`src/rtl/mbgd_ram_arbiter.sv`:
```
// -----------------------------------------------------------------------------
// mbgd_ram_arbiter
//
// Shares the single-port synchronous MBGD data RAM between the APB register
// file (port A) and the MBGD compute engine (port B). One access is granted
// per cycle. Grants are combinational and use strict round-robin under
// contention. Read data is returned one cycle later to the port that issued
// the read.
//
// Ports
//   apb_pclk, resetn         clock / asynchronous active-low reset
//   a_req, a_rd, a_addr,     port A request, read(1)/write(0), address,
//   a_wdata                  write data (held stable until a_gnt)
//   a_gnt                    port A access accepted this cycle
//   a_rvalid, a_rdata        port A read return (data held after rvalid drops)
//   b_*                      same set for port B
//   RAM_CS, RAM_RD,          RAM control bus driven from the granted port,
//   RAM_Addr, RAM_dataIn     all zero when no port is granted
//   RAM_dataOut              RAM read data, valid the cycle after CS&RD
//   last_owner               owner of the most recent grant (0 = A, 1 = B)
//   conflict_cnt             saturating count of cycles with a_req && b_req
// -----------------------------------------------------------------------------
module mbgd_ram_arbiter #(
   parameter int ADDR  = 8,
   parameter int DATA  = 8,
   parameter int CNT_W = 8
) (
   input  logic             apb_pclk,
   input  logic             resetn,
   input  logic             a_req,
   input  logic             a_rd,
   input  logic [ADDR-1:0]  a_addr,
   input  logic [DATA-1:0]  a_wdata,
   output logic             a_gnt,
   output logic             a_rvalid,
   output logic [DATA-1:0]  a_rdata,
   input  logic             b_req,
   input  logic             b_rd,
   input  logic [ADDR-1:0]  b_addr,
   input  logic [DATA-1:0]  b_wdata,
   output logic             b_gnt,
   output logic             b_rvalid,
   output logic [DATA-1:0]  b_rdata,
   output logic             RAM_CS,
   output logic             RAM_RD,
   output logic [ADDR-1:0]  RAM_Addr,
   output logic [DATA-1:0]  RAM_dataIn,
   input  logic [DATA-1:0]  RAM_dataOut,
   output logic             last_owner,
   output logic [CNT_W-1:0] conflict_cnt
);

   // Read-return pipeline: vld_p1 marks a read issued last cycle,
   // owner_p1 says which port issued it (0 = A, 1 = B).
   logic            vld_p1;
   logic            owner_p1;
   logic [DATA-1:0] a_hold_p1;
   logic [DATA-1:0] b_hold_p1;

   function automatic logic [CNT_W-1:0] sat_inc(input logic [CNT_W-1:0] v);
      if (v == {CNT_W{1'b1}})
         return v;
      else
         return v + 1'b1;
   endfunction

   // Grant and RAM bus mux (stage p0, combinational).
   // Grants are forced low while reset is asserted so the RAM bus is
   // quiet immediately, even if a requester still holds its request.
   always_comb begin
      a_gnt      = 1'b0;
      b_gnt      = 1'b0;
      RAM_RD     = 1'b0;
      RAM_Addr   = '0;
      RAM_dataIn = '0;
      if (resetn) begin
         if (a_req && b_req) begin
            // Strict round-robin: the port that did not win last time wins.
            a_gnt = last_owner;
            b_gnt = ~last_owner;
         end else begin
            a_gnt = a_req;
            b_gnt = b_req;
         end
      end
      // Only the granted port's fields reach the bus, so X on an idle
      // port's fields cannot leak out.
      if (a_gnt) begin
         RAM_RD     = a_rd;
         RAM_Addr   = a_addr;
         RAM_dataIn = a_wdata;
      end else if (b_gnt) begin
         RAM_RD     = b_rd;
         RAM_Addr   = b_addr;
         RAM_dataIn = b_wdata;
      end
   end

   assign RAM_CS = a_gnt | b_gnt;

   // Stage p0 -> p1 boundary: owner history, contention count, read tag.
   always_ff @(posedge apb_pclk or negedge resetn) begin
      if (!resetn) begin
         last_owner   <= 1'b1;
         conflict_cnt <= '0;
         vld_p1       <= 1'b0;
         owner_p1     <= 1'b0;
      end else begin
         if (RAM_CS)
            last_owner <= b_gnt;
         if (a_req && b_req)
            conflict_cnt <= sat_inc(conflict_cnt);
         vld_p1   <= RAM_CS & RAM_RD;
         owner_p1 <= b_gnt;
      end
   end

   // Stage p1: read return. The holding registers keep the last returned
   // word visible after rvalid drops.
   assign a_rvalid = vld_p1 & ~owner_p1;
   assign b_rvalid = vld_p1 &  owner_p1;
   assign a_rdata  = a_rvalid ? RAM_dataOut : a_hold_p1;
   assign b_rdata  = b_rvalid ? RAM_dataOut : b_hold_p1;

   always_ff @(posedge apb_pclk or negedge resetn) begin
      if (!resetn) begin
         a_hold_p1 <= '0;
         b_hold_p1 <= '0;
      end else begin
         if (a_rvalid)
            a_hold_p1 <= RAM_dataOut;
         if (b_rvalid)
            b_hold_p1 <= RAM_dataOut;
      end
   end

endmodule

```
`config.mk`:
```
export PLATFORM = sky130hd
export DESIGN_NAME = mbgd_ram_arbiter
export DESIGN_NICKNAME = d
export VERILOG_FILES = /design/src/rtl/mbgd_ram_arbiter.sv
export SDC_FILE = /design/constraint.sdc
export NUM_CORES = 1
export LEC_CHECK = 0
export BUFFER_PORTS_ARGS = -buffer_cell sky130_fd_sc_hd__clkbuf_2
export CELL_PAD_IN_SITES_DETAIL_PLACEMENT = 1
export CELL_PAD_IN_SITES_GLOBAL_PLACEMENT = 2
export CORE_MARGIN = 5
export CORE_UTILIZATION = 21
export DETAILED_ROUTE_END_ITERATION = 12
export PLACE_DENSITY_LB_ADDON = 0.1
export SKIP_LAST_GASP = 1
export SLEW_MARGIN = 10
export SYNTH_ARGS = -nofsm -noshare
export SYNTH_HDL_FRONTEND = slang
export SYNTH_SLANG_ARGS = --single-unit
```
`constraint.sdc`:
```
create_clock -name apb_pclk -period 1.36 [get_ports apb_pclk]
set_input_delay 0.068 -clock apb_pclk [delete_from_list [all_inputs] [get_ports apb_pclk]]
set_output_delay 0.068 -clock apb_pclk [all_outputs]
set_load 0.03 [all_outputs]
```
* Word-level counts from Yosys, hierarchy flattened
Cells that the tools add are included.
Storage, ports and cells: output and inout bits 47, input port bits 46, logic and storage cells 29, register bits after elaboration 27
Cells by class: $add $sub $neg 1, equality and inequality tests 1, bitwise gates (word level) 7, reduce and logical (&&, ||, !) cells 2, multiplexer cells 12
Operators with widths (count):
- two-way mux 8 bit | 6
- adder 8 x 1 -> 8 bit (second input constant) | 1
- equality test 8 bit (second input constant) | 1
- two-way mux 1 bit | 6
- bitwise AND 1 bit | 3
- inverter 1 bit | 3
- AND reduction 2 bit | 1
- logical AND 1 bit | 1
- OR 1 bit | 1

* Longest topological paths before layout
depth in word-level cells 6, depth in mapped cells 5, mapped depth without buffers 5

* Worst setup path before layout
No wires, ideal clock.
path type flip-flop to flip-flop, from register conflict_cnt[0], to register conflict_cnt[1], path slack -0.338 ns, arrival time 1.571 ns, setup time 0.128 ns, cell stages (with the launch flop) 6, period minus slack after synthesis 1.698 ns, buffers on the path 0, data required time 1.232 ns, cell sequence dfrtp_1 ha_1 and2_1 nand4_2 nand3_1 mux2_1
Between the ends: cells in the longest elaborated chain, start to end 3, elaborated cells on any way between the ends 4, classes of those cells 1 x add/sub; 1 x eq/ne; 1 x bitwise; 1 x reduce/logical
RTL lines:
- start, declared | RTL line 50 | output logic [CNT_W-1:0] conflict_cnt
- start signal, assigned | RTL line 112 | conflict_cnt <= sat_inc(conflict_cnt);
- parallel branches: the longest is 3 deep, another holds adder 8 x 1 -> 8 bit
Parallel ways; which one is timed is not known. A chain may end at the register's enable or synchronous reset.

* Worst setup path after layout
from register last_owner, to output RAM_dataIn[0]
Between the ends: cells in the longest elaborated chain, start to end 5, elaborated cells on any way between the ends 7, classes of those cells 6 x mux; 1 x bitwise
RTL lines:
- start, declared | RTL line 49 | output logic last_owner,
- start signal, assigned | RTL line 110 | last_owner <= b_gnt;
- inverter 1 bit | RTL line 80 | b_gnt = ~last_owner;
- two-way mux 1 bit | RTL line 77 | if (a_req && b_req) begin
- two-way mux 1 bit | RTL line 76 | if (resetn) begin
- two-way mux 8 bit | RTL line 92 | end else if (b_gnt) begin
- two-way mux 8 bit * | RTL line 88 | if (a_gnt) begin
- end, declared | RTL line 47 | output logic [DATA-1:0] RAM_dataIn,
Mark *: on every way between the ends. The rest lies on a longest branch, timed or not.

==> summary.md <==
| Metric | Value |
|---|---|
| Kind of start point of the critical path | `register` |
| Startpoint of the worst-slack reg-to-reg timing path | `conflict_cnt[1]$_DFFE_PN0P_` |
| Reg2reg end | `conflict_cnt[1]$_DFFE_PN0P_` |
| Clock transition at the register clock pins on the worst setup and hold paths after CTS | `0.09 ns` |
| Fmax | `0.617 GHz` |
| Final-report max-slew violation count | `0` |
| Worst IR Drop VDD | `0.000796 V` |
| Sequential-to-total area share from yosys stat | `50.9%` |
| CTS root buf | `clkbuf_8` |
| Total placed instance area | `0.00208 sq mm` |
| Crit. End Element | `output pin` |
| Most common library cells after synthesis | `dfrtp_1, mux2_2, a22o_1, a22o_2, nand2_1` |
| Worst R2R Setup Slack | `-0.03 ns` |
| Dominant cell by count in the synthesized netlist | `dfrtp_1` |
| Endpoint of the worst setup timing path | `RAM_dataIn[0]` |
| Actual transition at the worst max-transition pin | `0.341 ns` |
| IO Pins | `93` |
| Final setup violation count | `35` |
| Count of filler cells inserted in the layout | `695` |
| Start-to-end type of the worst setup path | `register to output pin` |
| Worst hold-check path type | `input pin to register` |
| Result of the run | `finished, violations left` |
| P_leak | `1.27 nW` |
| Share of final-layout standard cells stronger than drive strength 1 | `around 80%` |
| Power after layout | `3.71 mW` |
| Detailed-routing iteration count for the pre-antenna-repair pass | `3` |
| Max Fanout on Critical Path | `19` |
| Unrepaired setup endpoints after global routing | `true` |
| Antenna cells | `0` |
| Synth Flop Type | `dfrtp_1` |
| Longest Clk Path Bufs | `2` |
| Count of different cell masters after synthesis | `30` |
| CP bufs+invs | `3` |
| TritonCTS clock tree | `yes` |
| Worst hold-check slack | `0.0329 ns` |
| Data required, critical path | `1.29 ns` |
| Yosys top cell area share | `between 40% and 50%` |
| Clock skew | `about 0.0025 ns` |
| Power density over cell area | `1500 mW/mm^2` |
| Number of cells on the worst reg-to-reg path | `5` |
| Worst slew margin relative to its limit | `between 70% and 80%` |
| Nets | `~260` |
| Vias per inst | `4.38` |
| Critical path's largest stage delay | `about 0.57 ns` |
| Effective utilization at floorplan | `21.3%` |
| Top area cells in the synthesized netlist | `dfrtp_1, mux2_2, a22o_2, a22o_1, xnor2_1` |
| Count of max-cap constraint violations | `0` |
| Smallest setup slack after layout | `-0.260 ns` |
| Number of sinks handled by clock tree synthesis | `27` |
| Area of the core | `0.00624 sq mm` |
| Critical path's slowest cell | `dfstp_2` |
| Post-route clock period utilization | `119%` |
| Wirelength per Cell | `15.1 microns` |
| Synthesized netlist cell count | `103` |
| Number of nets with antenna violations after routing | `0` |
| #FFs+latches synth | `27` |
| Critical path cell sequence | `inv_2, a21oi_4, buf_12, a22o_2, clkbuf_4` |
| Initial antenna violation count | `0` |
| Count of flip-flops with a built-in enable after synthesis | `0` |
| Total of warnings raised by yosys | `0` |
| Critical path depth | `5` |
| Final RePlAce weighted congestion | `roughly 0.7` |
| DPL Wire Length | `3370 microns` |
| Wire length of the first global-routing pass | `approximately 6400 microns` |
| Crit path max-delay family | `flip-flops` |
| Total grt overflow | `0` |
| Clk Latency, worst-skew pair | `0.27 ns` |
| Synth Net Count | `150` |
| Leading area contributor after synthesis | `dfrtp_1` |
| Num CTS Buffers | `3` |
| Synth-to-Final Area Change | `86.8%` |
| Vias in the first global route | `1425` |
| Number of vias in the routed layout | `1260` |
| Height of the die | `about 90 microns` |
| DRC violation total after the first TritonRoute iteration | `14` |
| Endpoint arrival time on the critical path | `about 1.6 ns` |
| Average footprint of a synthesized cell | `12.9 sq um` |
| Final cell area excluding filler cells | `approximately 0.0025 sq mm` |
| Total DRC errors in the routed layout | `0` |
| Die width | `89.5 microns` |
| Maximum level of the CTS H-tree | `1` |
| Setup crit start | `last_owner$_DFFE_PN1P_` |
| Pin count of the biggest net entering global routing | `28` |
| Total length of routed wires | `4360 microns` |
| FP Rows | `29` |
| Tmin final | `1.62 ns` |
| # port buffers | `around 90` |
| Total Routing Usage GR | `between 10% and 20%` |
| Post-synth design cell area | `0.00133 sq mm` |
| Share of flip-flops with an asynchronous set or reset after synthesis | `100%` |
| Violated checks | `negative setup slack` |
| Area of the die | `0.00802 sq mm` |
| Hold Violations, Final | `0` |
## worst min path at each step
stage            from                     endpoint  slack, ns  cells after the start
2_1_floorplan  resetn       a_hold_p1[0]$_DFF_PN0_      -0.23                      0
3_3_place_gp   resetn  conflict_cnt[7]$_DFFE_PN0P_       0.17                      2
3_5_place_dp   resetn  conflict_cnt[7]$_DFFE_PN0P_       0.18                      2
4_1_cts          b_rd             vld_p1$_DFF_PN0_       0.02                      2
5_1_grt          b_rd             vld_p1$_DFF_PN0_       0.02                      2
6_report         b_rd             vld_p1$_DFF_PN0_       0.03                      2
## sequential cells by signal, indices dropped and copies added, names as in the netlist
name,count
b_hold_p1,8
a_hold_p1,8
owner_p1,1
conflict_cnt,8
vld_p1,1
last_owner,1
## placed cells by master, fill, tap and decap left out, types with 2 or more instances in the layout
cell type	synthesis	final
clkbuf_8	0	6
mux2_4	0	17
nand3_1	4	3
xnor2_1	4	4
a22o_4	0	9
buf_8	1	9
dfrtp_2	0	4
clkbuf_4	0	18
nand2_2	1	2
a22o_2	9	9
clkbuf_2	0	57
buf_6	0	9
buf_12	0	3
nand2_1	6	5
buf_4	0	8
dfrtp_1	26	22
## per-layer routing
| metal | global-route usage, % | routed length [microns] |
|---|---|---|
| met1 | 10.7 | 1600 |
| met2 | 19.9 | 2420 |
| met3 | 3.23 | 314 |
| met4 | 1.35 | 34 |
| met5 | 0 | 0 |
## cell families (layout without fill, tap and decap cells)
logic type / count (synthesis) / in the layout / synth area share, %
muxes: 19 / 19 / 16.1
xor gates and xnor gates: 4 / 4 / 2.64
DFF: 27 / 27 / 50.9
adders and majority gates: 1 / 1 / 0.941
AOI/OAI and AO/OA: 24 / 24 / 16.6
buffers and inverters: 7 / 115 / 3.20
and+or+nand+nor: 21 / 21 / 9.61
## power breakdown
part | switching (mW) | internal (mW) | total, mW | leakage, nW
combinational | 1.07 | 1.00 | 2.08 | 0.923
sequential | 0.135 | 1.05 | 1.18 | 0.321
clock | 0.246 | 0.208 | 0.453 | 0.0217
## metrics by stage
step	cells	worst slack, ns	TNS (ns)	utilization [%]
CTS	284	-0.298	-8.37	37.5
detailed placement	277	-0.00189	-0.00189	33.4
global route	288	-0.355	-9.48	39.8
finish	288	-0.260	-6.49	39.8
global placement	277	0.0187	0	33.4
floorplan	103	-0.105	-0.469	-
## timing repair
item                                   4_1_cts  5_1_grt
cloned                                       1        1
pin swaps                                    1        2
setup endpoints to repair                   36       39
endpoints found under the hold margin       26        0
gates resized for setup                     53       44
setup buffers                                1        4
hold buffers                                 1        0
## layout make-up
| class | instances | area, sq um | share of cell area (%) |
|---|---|---|---|
| inverters | 2 | 7.51 | 0.302 |
| multi-input cells | 69 | 795 | 32.0 |
| clock buffers | 3 | 41.3 | 1.66 |
| well taps | 77 | 96.3 | 3.88 |
| flip-flops and latches | 27 | 682 | 27.5 |
| repair buffers | 109 | 853 | 34.4 |
| clock inverters | 1 | 7.51 | 0.302 |
(Power assumes the default switching activity.)
